`src/rtl/adc_display_sequencer.sv`:
```
// rtl/adc_display_sequencer.sv - channel select, binary-to-BCD engine and tear-free display registers
// Auto-scan channel rotation is built only when ADC_DISP_AUTOSCAN_EN is defined.
module adc_display_sequencer #(
  parameter int NUM_CH         = 3,
  parameter int DWELL_CYCLES   = 100_000_000,
  parameter int REFRESH_CYCLES = 10_000_000,
  parameter int CH_W           = $clog2(NUM_CH)
) (
  input  logic                  clk,
  input  logic                  reset,
  input  logic [CH_W-1:0]       ch_select,
  input  logic [1:0]            fmt_select,
  input  logic                  scan_en,
  input  logic [16*NUM_CH-1:0]  raw_bus,
  input  logic [16*NUM_CH-1:0]  avg_bus,
  input  logic [16*NUM_CH-1:0]  mv_bus,
  output logic [3:0]            dig0,
  output logic [3:0]            dig1,
  output logic [3:0]            dig2,
  output logic [3:0]            dig3,
  output logic [3:0]            dp_vec,
  output logic [3:0]            blank_vec,
  output logic [NUM_CH-1:0]     ch_enable,
  output logic [CH_W-1:0]       active_ch,
  output logic                  ovf,
  output logic                  update_strobe
);

  typedef enum logic [1:0] {IDLE, LATCH, CONVERT, LOAD} state_t;

  state_t      state, state_next;
  logic        take, snap, shift, load_en;
  logic        pending, req;
  logic [31:0] refresh_cnt;
  logic        refresh_hit;
  logic [CH_W-1:0] active_prev;
  logic [1:0]  fmt_q, fmt_prev, fmt_snap;
  logic [15:0] raw_snap, avg_snap, bin_r;
  logic [19:0] bcd_r, bcd_next;
  logic [3:0]  bit_cnt;
  logic        ch_valid;

  assign ch_valid = (32'(ch_select) < NUM_CH);

`ifdef ADC_DISP_AUTOSCAN_EN
  logic [31:0] dwell_cnt;

  always_ff @(posedge clk or negedge reset) begin
    if (!reset) begin
      active_ch <= '0;
      dwell_cnt <= '0;
    end else if (scan_en) begin
      if (dwell_cnt == 32'(DWELL_CYCLES - 1)) begin
        dwell_cnt <= '0;
        active_ch <= (active_ch == CH_W'(NUM_CH - 1)) ? '0 : active_ch + 1'b1;
      end else begin
        dwell_cnt <= dwell_cnt + 32'd1;
      end
    end else begin
      dwell_cnt <= '0;
      if (ch_valid) active_ch <= ch_select;
    end
  end
`else
  logic unused_scan_en;
  assign unused_scan_en = scan_en;

  always_ff @(posedge clk or negedge reset) begin
    if (!reset)        active_ch <= '0;
    else if (ch_valid) active_ch <= ch_select;
  end
`endif

  // Any change is seen one clock after it lands in its register.
  assign refresh_hit = (refresh_cnt == 32'(REFRESH_CYCLES - 1));
  assign req = refresh_hit || (active_ch != active_prev) || (fmt_q != fmt_prev);

  always_ff @(posedge clk or negedge reset) begin
    if (!reset) begin
      pending     <= 1'b1;
      refresh_cnt <= '0;
      active_prev <= '0;
      fmt_q       <= '0;
      fmt_prev    <= '0;
      ch_enable   <= '0;
      state       <= IDLE;
    end else begin
      pending     <= req || (pending && !take);
      refresh_cnt <= refresh_hit ? '0 : refresh_cnt + 32'd1;
      active_prev <= active_ch;
      fmt_q       <= fmt_select;
      fmt_prev    <= fmt_q;
      ch_enable   <= NUM_CH'(1) << active_ch;
      state       <= state_next;
    end
  end

  always_comb begin
    state_next = state;
    take       = 1'b0;
    snap       = 1'b0;
    shift      = 1'b0;
    load_en    = 1'b0;
    case (state)
      IDLE: if (pending) begin
        take       = 1'b1;
        state_next = LATCH;
      end
      LATCH: begin
        snap       = 1'b1;
        state_next = CONVERT;
      end
      CONVERT: begin
        shift = 1'b1;
        if (bit_cnt == 4'hF) begin
          load_en    = 1'b1;
          state_next = LOAD;
        end
      end
      default: state_next = IDLE;
    endcase
  end

  function automatic logic [19:0] bcd_step(input logic [19:0] b, input logic bit_in);
    logic [19:0] a;
    a = b;
    for (int i = 0; i < 5; i++)
      if (a[4*i +: 4] >= 4'd5) a[4*i +: 4] = a[4*i +: 4] + 4'd3;
    return {a[18:0], bit_in};
  endfunction

  assign bcd_next = bcd_step(bcd_r, bin_r[15]);

  always_ff @(posedge clk or negedge reset) begin
    if (!reset) begin
      raw_snap <= '0;
      avg_snap <= '0;
      bin_r    <= '0;
      bcd_r    <= '0;
      fmt_snap <= '0;
      bit_cnt  <= '0;
    end else if (snap) begin
      raw_snap <= raw_bus[16*active_ch +: 16];
      avg_snap <= avg_bus[16*active_ch +: 16];
      bin_r    <= mv_bus[16*active_ch +: 16];
      fmt_snap <= fmt_q;
      bcd_r    <= '0;
      bit_cnt  <= '0;
    end else if (shift) begin
      bcd_r    <= bcd_next;
      bin_r    <= {bin_r[14:0], 1'b0};
      bit_cnt  <= bit_cnt + 4'd1;
    end
  end

  logic        dec_ovf;
  logic [15:0] dec_digits, nxt_digits;
  logic [3:0]  nxt_dp, nxt_blank;
  logic        nxt_ovf, z3, z32, z321;

  always_comb begin
    dec_ovf    = (bcd_next[19:16] != 4'd0);
    dec_digits = dec_ovf ? 16'h9999 : bcd_next[15:0];
    z3         = (dec_digits[15:12] == 4'd0);
    z32        = z3  && (dec_digits[11:8] == 4'd0);
    z321       = z32 && (dec_digits[7:4] == 4'd0);
    nxt_digits = avg_snap;
    nxt_dp     = 4'b0000;
    nxt_blank  = 4'b0000;
    nxt_ovf    = 1'b0;
    case (fmt_snap)
      2'b00: nxt_digits = avg_snap;
      2'b10: nxt_digits = raw_snap;
      2'b01: begin
        nxt_digits = dec_digits;
        nxt_ovf    = dec_ovf;
        nxt_blank  = {z3, z32, z321, 1'b0};
      end
      default: begin
        nxt_digits = dec_digits;
        nxt_ovf    = dec_ovf;
        nxt_dp     = 4'b1000;
      end
    endcase
  end

  // Display registers move together only on the final conversion step.
  always_ff @(posedge clk or negedge reset) begin
    if (!reset) begin
      {dig3, dig2, dig1, dig0} <= '0;
      dp_vec        <= '0;
      blank_vec     <= '0;
      ovf           <= 1'b0;
      update_strobe <= 1'b0;
    end else begin
      update_strobe <= load_en;
      if (load_en) begin
        {dig3, dig2, dig1, dig0} <= nxt_digits;
        dp_vec    <= nxt_dp;
        blank_vec <= nxt_blank;
        ovf       <= nxt_ovf;
      end
    end
  end

endmodule

```
`config.mk`:
```
export PLATFORM = sky130hd
export DESIGN_NAME = adc_display_sequencer
export DESIGN_NICKNAME = d
export VERILOG_FILES = /design/src/rtl/adc_display_sequencer.sv
export SDC_FILE = /design/constraint.sdc
export NUM_CORES = 1
export LEC_CHECK = 0
export ABC_AREA = 1
export CORE_MARGIN = 4
export CORE_UTILIZATION = 41
export CTS_BUF_LIST = sky130_fd_sc_hd__clkbuf_8
export CTS_CLUSTER_DIAMETER = 40
export DETAILED_ROUTE_END_ITERATION = 8
export DONT_BUFFER_PORTS = 1
export SYNTH_ARGS = -nofsm -noshare
export SYNTH_HDL_FRONTEND = slang
export SYNTH_SLANG_ARGS = --single-unit
```
`constraint.sdc`:
```
create_clock -name clk -period 2.5 [get_ports clk]
set_input_delay 0.75 -clock clk [delete_from_list [all_inputs] [get_ports clk]]
set_output_delay 0.75 -clock clk [all_outputs]
set_load 0.01 [all_outputs]
```
==> results.yml <==
logic_synthesis:
  synth_cells: 948
  ys_seq_area_share_pct: 46.4
  synth-main-ff-cell: "dfrtp_1"
  yosysWarnings: 0
  ys_ff_latch: 142
  synth_edf_count: 0
  ys_types: 41
  mappedNetlistArea_um2: 7660
  avgSynthCellArea_um2: 8.08
  async_flop_share_pct: 100
sta:
  period_share_pct: 89.5
  clock_skew_ns: 0.0154
  clock.fmax_mhz: 447
  worst_slew_pin_slew_ns: 0.749
  setup_violations: 0
  hold_slack_ns: -0.0108
  timing.final.max_slew_violations: 0
  min_period_ns: 2.24
  fin_tns_setup_ns: 0
  finalHoldViolCount: 7
  grt_setup_unrepaired: "false"
  max_slew_margin_pct: 50.0
setup_path:
  critPathMostFrequentCell: "inv_1"
  cp_cell_sequence: "inv_1 > ha_1 > inv_1 > nor2_1 > inv_1 > buf_4 > o22ai_1 > a41oi_1"
  rr_endpoint: "bin_r[3]"
  end_kind: "flop"
  cp.arrival_ns: 2.55
  crit_slowest_cell: "nor2_1"
  rrSetupSlack_ns: 0.26
  crit_fanout: 9
  criticalPathCategory: "reg -> reg"
  required_ns: 2.81
  rr_worst_depth: 8
  cpPeakStageDelay_ns: 0.48
  crit_path_start_kind: "flop"
  r2r-start: "state[0]"
floorplan:
  ios: 182
  start_util_pct: 42.2
  die_h_um: 145
  core_um2: 18100
  fp.dieArea_um2: 20900
  die_x_um: 145
  core.rowCount: 49
route:
  num_vias: 6500
  drt_iter0_markers: 438
  routed_via_density: 5.49
  dr.pass1.iters: 7
  drc_errors: 0
  final_antenna_net_count: 0
  wirelength_um: 20900
  wl_per_cell_um: 17.7
global_routing:
  track_usage_pct: 20.4
  overflow: 0
  grt_pass1_wl_um: 33300
  antenna_found_initial: 1
  grt_pass1_vias: 6336
  grt_start_max_net_pins: 143
final_layout:
  fin_cells: 1185
  syn_to_final_growth_pct: 8.17
  drive_above_1_share_pct: 8.27
  final_common_cell: "nand2_1"
  layout.nets: 1109
  layout_common_cells: "nand2_1 (244), dfrtp_1 (141), inv_1 (115), nor2_1 (79), a21oi_1 (52)"
clock_tree:
  ctsResizeCount: 0
  tritoncts: "built"
  numClockSinks: 142
  postCtsSetupBuffers: 0
  cts_inserted_buffers: 17
  clkLatencyLatePin_ns: 0.46
  root_buffer: "clkbuf_8"
  htree_levels: 4
  clockBufferDepth: 2
  clkTransAtPathRegs_ns: 0.09
placement:
  hpwl_um: 15600
  port_buffers: 0
  dp.cells: 1152
  gp_routability_congestion: 0.928
pwr:
  pwr-share-clk_pct: 22.1
  finalPower_mw: 8.61
  peakVddDrop_v: 0.000613
  p_switching_mw: 3.55
  power_leakage_nw: 3.86
  p_comb_share_pct: 38.6
  powerDensity_nw_per_um2: 1040
  p_int_mw: 5.06
  swShare_pct: 41.3
  power_frac_seq_pct: 39.3
worst_hold_path:
  hold_class: "in -> async"
run_status:
  violations: "negative hold slack"
  outcome: "finished, violations left"
flow_run:
  max_cap_viol_count: 0
-- power groups by stage --
stage / Sequential [mW] / Clock, mW / Combinational, mW
2_1_floorplan: 3.31 / 0 / 2.44
5_1_grt: 3.46 / 2.06 / 3.73
3_5_place_dp: 3.44 / 0 / 3.33
4_1_cts: 3.39 / 1.96 / 3.34
6_report: 3.38 / 1.90 / 3.32
3_3_place_gp: 3.43 / 0 / 3.27
-- logic make-up after synthesis --
group / share of synthesized area, %
buffers and inverters: 8.36
xor gates and xnor gates: 3.32
adders and majority gates: 2.61
and+or+nand+nor: 23.8
DFF: 46.4
AOI/OAI and AO/OA: 15.4
other: 0.0489
-- registers in the layout (all words and copies together) (netlist names), 2 cells and up --
register / cells
refresh_cnt: 32
ch_enable: 3
raw_snap: 16
avg_snap: 16
dig2: 4
fmt_q: 2
bit_cnt: 4
dig1: 4
blank_vec: 3
bin_r: 16
state: 2
dig3: 4
active_ch: 2
dig0: 4
fmt_snap: 2
bcd_r: 20
fmt_prev: 2
active_prev: 2
-- worst max-delay path: cells and delay by family (launching register included) --
kind	cells	cell delay, ns
buffers and inverters	4	0.72
AO/OA/AOI/OAI	2	0.20
AND/OR/NAND/NOR	1	0.48
flip-flops	1	0.40
adder cells (fa/ha/maj)	1	0.29
-- Yosys cell counts, types with 3 or more instances --
cell | n | area (µm²)
a21oi_1 | 52 | 260
a221oi_1 | 22 | 193
a32oi_1 | 11 | 96.3
a41oi_1 | 15 | 131
buf_1 | 4 | 15.0
buf_2 | 14 | 70.1
buf_4 | 5 | 37.5
clkbuf_1 | 20 | 75.1
dfrtp_1 | 141 | 3530
ha_1 | 16 | 200
inv_1 | 114 | 428
inv_2 | 3 | 11.3
nand2_1 | 244 | 916
nand2_2 | 4 | 25.0
nand3_1 | 26 | 130
nand3_2 | 4 | 40.0
nand4_1 | 15 | 93.8
nor2_1 | 80 | 300
nor2_2 | 4 | 25.0
nor2_4 | 4 | 45.0
nor3_1 | 13 | 65.1
nor3_2 | 3 | 30.0
nor4_1 | 9 | 56.3
nor4_2 | 3 | 37.5
o21ai_0 | 26 | 130
o22ai_1 | 47 | 294
xnor2_1 | 4 | 35.0
xor2_1 | 25 | 219
-- stage by stage --
| step | util (%) | setup slack (ns) | hold slack, ns | instance area [µm²] |
|---|---|---|---|---|
| finish | 45.7 | 0.263 | -0.0108 | 8290 |
| floorplan | - | 0.779 | 0.392 | 7670 |
| detailed placement | 43.4 | 0.278 | 0.416 | 7880 |
| global route | 45.7 | 0.138 | -0.0625 | 8290 |
| global placement | 43.4 | 0.346 | 0.404 | 7880 |
| CTS | 45.6 | 0.266 | -0.0479 | 8280 |
-- routing by layer --
layer / wire (µm) / up-vias / track usage (%)
li1: - / 3164 / -
met3: 1630 / 26 / 6.11
met4: 361 / 0 / 6.09
met1: 9360 / 3078 / 28.1
met2: 9580 / 232 / 31.3
met5: 0 / - / 0
-- worst max-delay path by stage --
stage,cells past startpoint,start,end,slack [ns]
after floorplan,8,state[0],bin_r[6],0.78
after global placement,8,state[0],bin_r[7],0.35
after detailed placement,8,state[0],bin_r[3],0.28
after CTS,8,state[0],bin_r[3],0.27
after global routing,8,state[1],bin_r[3],0.14
final,8,state[0],bin_r[3],0.26
-- area by class of cell --
cell class / count / area, µm²
Inverter: 118 / 443
Tap cell: 229 / 287
Fill cell: 1813 / 9860
Antenna cell: 1 / 2.50
Clock buffer: 18 / 248
Multi-Input combinational cell: 648 / 3480
Timing Repair Buffer: 15 / 113
Clock inverter: 14 / 155
Sequential cell: 142 / 3550
(Power assumes the default switching activity.)
